$ cat src/rtl/cdb_arbiter.sv
// Common data bus arbiter: one holding slot per functional unit, round-robin
// broadcast of one held result per cycle onto a registered CDB.
module cdb_arbiter #(
  parameter int N_REQ  = 3,
  parameter int TAG_W  = 3,
  parameter int DATA_W = 16
) (
  input  logic                    clk1,
  input  logic                    rst,
  input  logic                    flush,
  input  logic [N_REQ-1:0]        req_valid,
  input  logic [N_REQ*TAG_W-1:0]  req_tag,
  input  logic [N_REQ*DATA_W-1:0] req_data,
  output logic [N_REQ-1:0]        req_ready,
  output logic                    cdb_valid,
  output logic [TAG_W-1:0]        cdb_tag,
  output logic [DATA_W-1:0]       cdb_data,
  output logic [1:0]              cdb_src
);

  localparam int PTR_W = (N_REQ > 1) ? $clog2(N_REQ) : 1;

  logic [N_REQ-1:0]  hv;
  logic [N_REQ-1:0]  grant;
  logic [TAG_W-1:0]  ht [N_REQ];
  logic [DATA_W-1:0] hd [N_REQ];
  logic [PTR_W-1:0]  rr_ptr;
  logic [PTR_W-1:0]  win;
  logic [PTR_W-1:0]  rr_next;
  logic              any_held;

  // Winner is the first held slot scanning upward from rr_ptr; req_valid is
  // deliberately not involved so a fresh request never steals the bus.
  always_comb begin
    int idx;
    idx      = 0;
    grant    = '0;
    win      = '0;
    any_held = 1'b0;
    for (int k = 0; k < N_REQ; k++) begin
      idx = (int'(rr_ptr) + k) % N_REQ;
      if (!any_held && hv[idx]) begin
        any_held = 1'b1;
        win      = PTR_W'(idx);
      end
    end
    if (any_held) grant[win] = 1'b1;
    rr_next = (int'(win) == N_REQ - 1) ? '0 : win + PTR_W'(1);
  end

  // The granted slot drains this edge, so it may refill in the same cycle.
  assign req_ready = {N_REQ{~flush}} & (~hv | grant);

  always_ff @(posedge clk1) begin
    if (rst) begin
      hv        <= '0;
      rr_ptr    <= '0;
      cdb_valid <= 1'b0;
      cdb_tag   <= '0;
      cdb_data  <= '0;
      cdb_src   <= '0;
    end else if (flush) begin
      hv        <= '0;
      cdb_valid <= 1'b0;
    end else begin
      if (any_held) begin
        cdb_valid <= 1'b1;
        cdb_tag   <= ht[win];
        cdb_data  <= hd[win];
        cdb_src   <= 2'(win);
        rr_ptr    <= rr_next;
      end else begin
        cdb_valid <= 1'b0;
      end
      for (int i = 0; i < N_REQ; i++) begin
        if (req_valid[i] && req_ready[i]) begin
          hv[i] <= 1'b1;
          ht[i] <= req_tag[i*TAG_W +: TAG_W];
          hd[i] <= req_data[i*DATA_W +: DATA_W];
        end else if (grant[i]) begin
          hv[i] <= 1'b0;
        end
      end
    end
  end

endmodule

$ cat config.mk
export PLATFORM = sky130hd
export DESIGN_NAME = cdb_arbiter
export DESIGN_NICKNAME = d
export VERILOG_FILES = /design/src/rtl/cdb_arbiter.sv
export SDC_FILE = /design/constraint.sdc
export NUM_CORES = 1
export LEC_CHECK = 0
export BUFFER_PORTS_ARGS = -buffer_cell sky130_fd_sc_hd__buf_2
export CORE_MARGIN = 5
export CORE_UTILIZATION = 45
export DETAILED_ROUTE_END_ITERATION = 10
export PLACE_DENSITY = 0.7
export SLEW_MARGIN = 5
export SYNTH_ARGS = -nofsm -noshare
export SYNTH_HDL_FRONTEND = slang
export SYNTH_SLANG_ARGS = --single-unit
export TNS_END_PERCENT = 30
$ cat constraint.sdc
create_clock -name clk1 -period 9.3 [get_ports clk1]
set_input_delay 0.465 -clock clk1 [delete_from_list [all_inputs] [get_ports clk1]]
set_output_delay 0.465 -clock clk1 [all_outputs]
set_load 0.05 [all_outputs]
# After elaboration in Yosys (flattened, before gate mapping)
# Memory sizes are Yosys's and may differ from the RTL's. A register that Yosys moved wholly into a read port is not among the register bits.
# Cells that the tools add are included.
# classes
addsub	3
n_div	3
order_cmp	5
eq_ne	1
mux	38
bitwise_logic	4
reduce_logical	13
# ops
cell	n
32-bit by 4-bit < comparator with 1-bit output, second input constant	3
32-bit by 3-bit modulo with 32-bit output, second input constant	2
3-bit by 3-bit modulo with 32-bit output, second input constant	1
1-bit 2-to-1 mux	29
2-bit 2-to-1 mux	4
1-bit binary-select mux with 2-bit select	3
1-bit logical AND	6
2-bit nonzero test	3
2-bit by 1-bit adder with 3-bit output, second input constant	1
2-bit by 2-bit adder with 3-bit output, second input constant	1
3-bit AND	1
2-bit by 3-bit < comparator with 1-bit output, second input constant	1
3-bit 2-to-1 mux	1
3-bit inverter	1
3-bit OR	1
2-bit by 1-bit adder with 2-bit output, second input constant	1
1-bit demux with 2-bit select	1
2-bit == test, second input constant	1
2-bit by 1-bit >= comparator with 1-bit output, second input constant	1
1-bit logical NOT	2
2-bit AND reduction	1
2-bit OR reduction	1
1-bit inverter	1
# totals
regBits	8
mem_bits_rw	57
in_bits	63
out_inout_bits	25
word_cells	75
mem_count	2
# mem_list
memory	words	word_bits	rd	rd_ports_with_merged_regs	write_ports	line_no	rtl
hd	3	16	1	1	3	26	logic [DATA_W-1:0] hd [N_REQ];
ht	3	3	1	1	3	25	logic [TAG_W-1:0] ht [N_REQ];

# Longest topological paths before layout
# depth
word_depth	23
depth_mapped	10
ltp_nobuf	8

# Least setup slack after synthesis
# Ideal clock, no wire load.
# synth_timing
path_kind	register to register
start	register rr_ptr[0]
end	memory hd[1][0] (enable)
setup_ps	401
t_arrival_ps	2670
t_required_ps	8899
slack_ps	6229
path_stages_with_launch	9
n_path_buf	1
period_less_slack_ps	3071
cell_sequence	dfxtp_1 > inv_1 > ha_1 > nor2b_1 > o21ai_1 > and3_1 > o21a_1 > buf_2 > a21oi_1
# synth_lines
item	line_no	rtl
start: declaration	27	logic [PTR_W-1:0] rr_ptr;
start signal: assignment	71	rr_ptr <= rr_next;
end: declaration	26	

# Worst setup path after layout
# layout_timing
start	register rr_ptr[0]
end	output req_ready[0]
# layout_between
elab_chain_cells	18
word_cells_on_any_way	32
cone_classes	add/sub: 2; div: 3; order compare: 2; mux: 18; bitwise: 2; reduce/logical: 5
# layout_lines
item	line_no	rtl
branches (longest 15 deep; another with 32-bit by 3-bit modulo with 32-bit output)	-	
3-bit 2-to-1 mux *	47	if (any_held) grant[win] = 1'b1;
3-bit OR *	52	assign req_ready = {N_REQ{~flush}} & (~hv | grant);
3-bit AND *	52	
end: declaration	14	output logic [N_REQ-1:0] req_ready,
# Every way passes the cells marked *. The select of a mux whose other input is x is not followed.

==> flow_metrics.env <==
export IMPL_critPathLaunch="rr_ptr[0]"
export IMPL_fp_dieW_um=95.42
export IMPL_multi_input_area_um2=948.4
export IMPL_ir_worst_vdd_v=0.0001145
export IMPL_finalSetupViolCount=0
export IMPL_critical_path_required_ns=8.84
export IMPL_grt_pass1_wl_mm=11.27
export IMPL_cts_sinks=84
export IMPL_r2r_cells=8
export IMPL_worst_skew_pair_late_latency_ns=0.35
export IMPL_crit_path_end_kind="output port"
export IMPL_port_buffers=87
export IMPL_synth_top_family_by_area="compound AO/OA/AOI/OAI gates"
export IMPL_crit_fanout=25
export IMPL_timing_fmax_mhz=260.1
export IMPL_hold_viol_final=0
export IMPL_ys_flop_type="edfxtp_1"
export IMPL_clk_path_buf_depth=2
export IMPL_tritoncts="done"
export IMPL_powerDensity_mw_per_mm2=219.5
export IMPL_synth_cell_types=34
export IMPL_seq_area_mm2=0.002252
export IMPL_synth_avg_cell_area_um2=12.34
export IMPL_place_hpwl_mm=4.996
export IMPL_fin_setup_tns_ns=0
export IMPL_synth_edff_count=57
export IMPL_yosys_top_cells_area="edfxtp_1 52%, dfxtp_1 16%, a311oi_1 5.1%"
export IMPL_yosysMostFrequentCell="edfxtp_1"
export IMPL_dieArea_mm2=0.009104
export IMPL_status="finished clean"
export IMPL_synth_commonest_cells="57 x edfxtp_1, 27 x a21oi_1, 27 x dfxtp_1, 27 x nand2_1, 26 x nor2_1"
export IMPL_first_iter_violations=124
export IMPL_drive_gt1_share_pct=31.53
export IMPL_diodes=0
export IMPL_rows=31
export IMPL_cts_setup_buffers=0
export IMPL_initial_core_util_pct=45.75
export IMPL_cts_root_buf="clkbuf_8"
export IMPL_postLayoutCellArea_mm2=0.003970
export IMPL_maxSlewHeadroom_pct=22.87
export IMPL_wl_per_cell_um=16.55
export IMPL_ff2ff_setup_slack_ns=5.55
export IMPL_ys_async_sr_fraction_pct=0
export IMPL_yosysSeqAreaShare_pct=68.60
export IMPL_gp_congestion=0.7348
export IMPL_ctsResizeCount=0
export IMPL_grt_pass1_vias=2307
export IMPL_layout_cells_non_filler=451
export IMPL_ys_seq_elements=84
export IMPL_syn_num_nets=333
export IMPL_path_clk_slew_ns=0.08
export IMPL_die_h_um=95.42
export IMPL_cts_max_level=3
export IMPL_antenna_found_initial=0
export IMPL_endpoint="req_ready[0]"
export IMPL_arrival_ns=3.38
export IMPL_fillers=624
export IMPL_routed_wl_mm=7.462
export IMPL_worst_pin_slew_ns=1.157
export IMPL_route_detailed_drc=0
export IMPL_routed_via_density=5.206
export IMPL_detail_route_antenna_nets=0
export IMPL_fin_crit_ns=3.844
export IMPL_dpl_cell_area_mm2=0.003779
export IMPL_critPathLaunchType="flip-flop"
export IMPL_area_growth_pct=20.92
export IMPL_ios=88
export IMPL_syn_cell_area_mm2=0.003283
export IMPL_synthAdderAreaFrac_pct=1.524
export IMPL_dr_pass1_iters=4
export IMPL_grt_max_degree=28
export IMPL_min_path_type="in2reg"
export IMPL_synth_compound_area_share_pct=13.68
export IMPL_holdWs_ns=0.2840
export IMPL_fin_ws_ns=5.456
export IMPL_synth_top_area_share_pct=52.13
export IMPL_synthCells=266
export IMPL_pre_cts_slack_ns=5.578
export IMPL_maxCapViolCount=0
export IMPL_grt_use_total_pct=16.80
export IMPL_yosys_warnings=0
export IMPL_vias=2348
export IMPL_clock_skew_ns=0.008774
export IMPL_core_mm2=0.007176
export IMPL_power_leakage_nw=1.523
export IMPL_r2r_end="hd[0][10]"
export IMPL_overflow=0
export IMPL_cts_hold_buf=0
export IMPL_synthSimpleGateAreaFrac_pct=12.50
export IMPL_synth_largest_area_cell="edfxtp_1"
export IMPL_dp_cells=435
export IMPL_synth_xor_area_share_pct=0
export IMPL_fin_nets=414
export IMPL_final_max_slew_violation_count=0
export IMPL_finalCritPeriodShare_pct=41.34
export IMPL_critPathKind="reg2out"
export IMPL_synth_mux_area_share_pct=0.6479
export IMPL_r2r_start="rr_ptr[0]"
export IMPL_rsz0062_at_grt="no"
export IMPL_cts_inserted_buffers=9
==> through the flow <==
stage	total power, W	utilization (%)
after floorplan	0.0005798	-
after global placement	0.0006269	52.66
after detailed placement	0.0006292	52.66
after CTS	0.0008790	55.33
after global routing	0.0009120	55.33
final	0.0008715	55.33
==> cell type report <==
cell class / count / share of cell area [%]
clock buffer: 10 / 3.215
clock inverter: 6 / 1.607
sequential: 84 / 56.73
multi-input combinational: 161 / 23.89
tap: 99 / 3.120
timing repair buffer: 88 / 11.16
inverter: 3 / 0.2836
==> state kept, by name (all words and copies together), names as in the netlist <==
register	flops
hd	48
cdb_valid	1
cdb_tag	3
cdb_src	2
hv	3
rr_ptr	2
cdb_data	16
ht	9
==> cells in the final DEF, fill, tap and decap left out, types with 2 or more instances in the layout <==
cell,count
ha_1,4
nand2_1,27
nor2_1,25
nor2b_1,6
a311oi_1,19
inv_1,3
o21ai_2,2
nor3_1,3
a31oi_1,2
clkinv_2,2
and2_1,2
o21a_1,4
clkbuf_8,9
clkinvlp_4,2
a21oi_1,24
edfxtp_1,57
nand3_1,21
nand2b_1,2
dfxtp_1,27
o21ai_1,2
buf_2,87
a21oi_2,3
==> cells by family (layout without fill, tap and decap cells) <==
family / Yosys count / after routing
AO/OA/AOI/OAI: 64 / 64
adder cells (fa/ha/maj): 4 / 4
buffers and inverters: 21 / 107
flip-flops: 84 / 84
multiplexers: 2 / 2
AND/OR/NAND/NOR: 91 / 91
==> how the worst min path moves through the flow <==
stage	start	end	slack (ns)	cells past startpoint
after detailed placement	cdb_data[13]	cdb_data[13]	0.49	2
after global routing	req_data[33]	hd[2][1]	0.26	1
after global placement	cdb_src[0]	cdb_src[0]	0.48	2
after CTS	req_data[46]	hd[2][14]	0.27	1
final	req_data[16]	hd[1][0]	0.28	1
after floorplan	rr_ptr[0]	rr_ptr[0]	0.47	2
==> critical path: stages (launching register included) <==
cell,delay [ns]
dfxtp_1,0.38
inv_1,0.08
ha_1,0.39
nor2b_1,0.18
o21ai_2,0.18
nand2_1,0.12
o311ai_4,0.92
a31oi_1,0.33
nor2_1,0.17
buf_2,0.28
==> power breakdown <==
part           switching, W  internal [W]
combinational      0.000132     0.0000548
clock              0.000128      0.000124
sequential        0.0000110      0.000422
total              0.000271      0.000601
==> routing by layer <==
metal / part of all wire, % / track usage (%) / wire, um
met5: 0 / 0 / 0
met4: 2.0 / 8.531 / 147
met3: 6.9 / 3.315 / 515
met2: 49 / 26.82 / 3643
met1: 42 / 21.79 / 3156
Power figures use the tool's default switching activity.
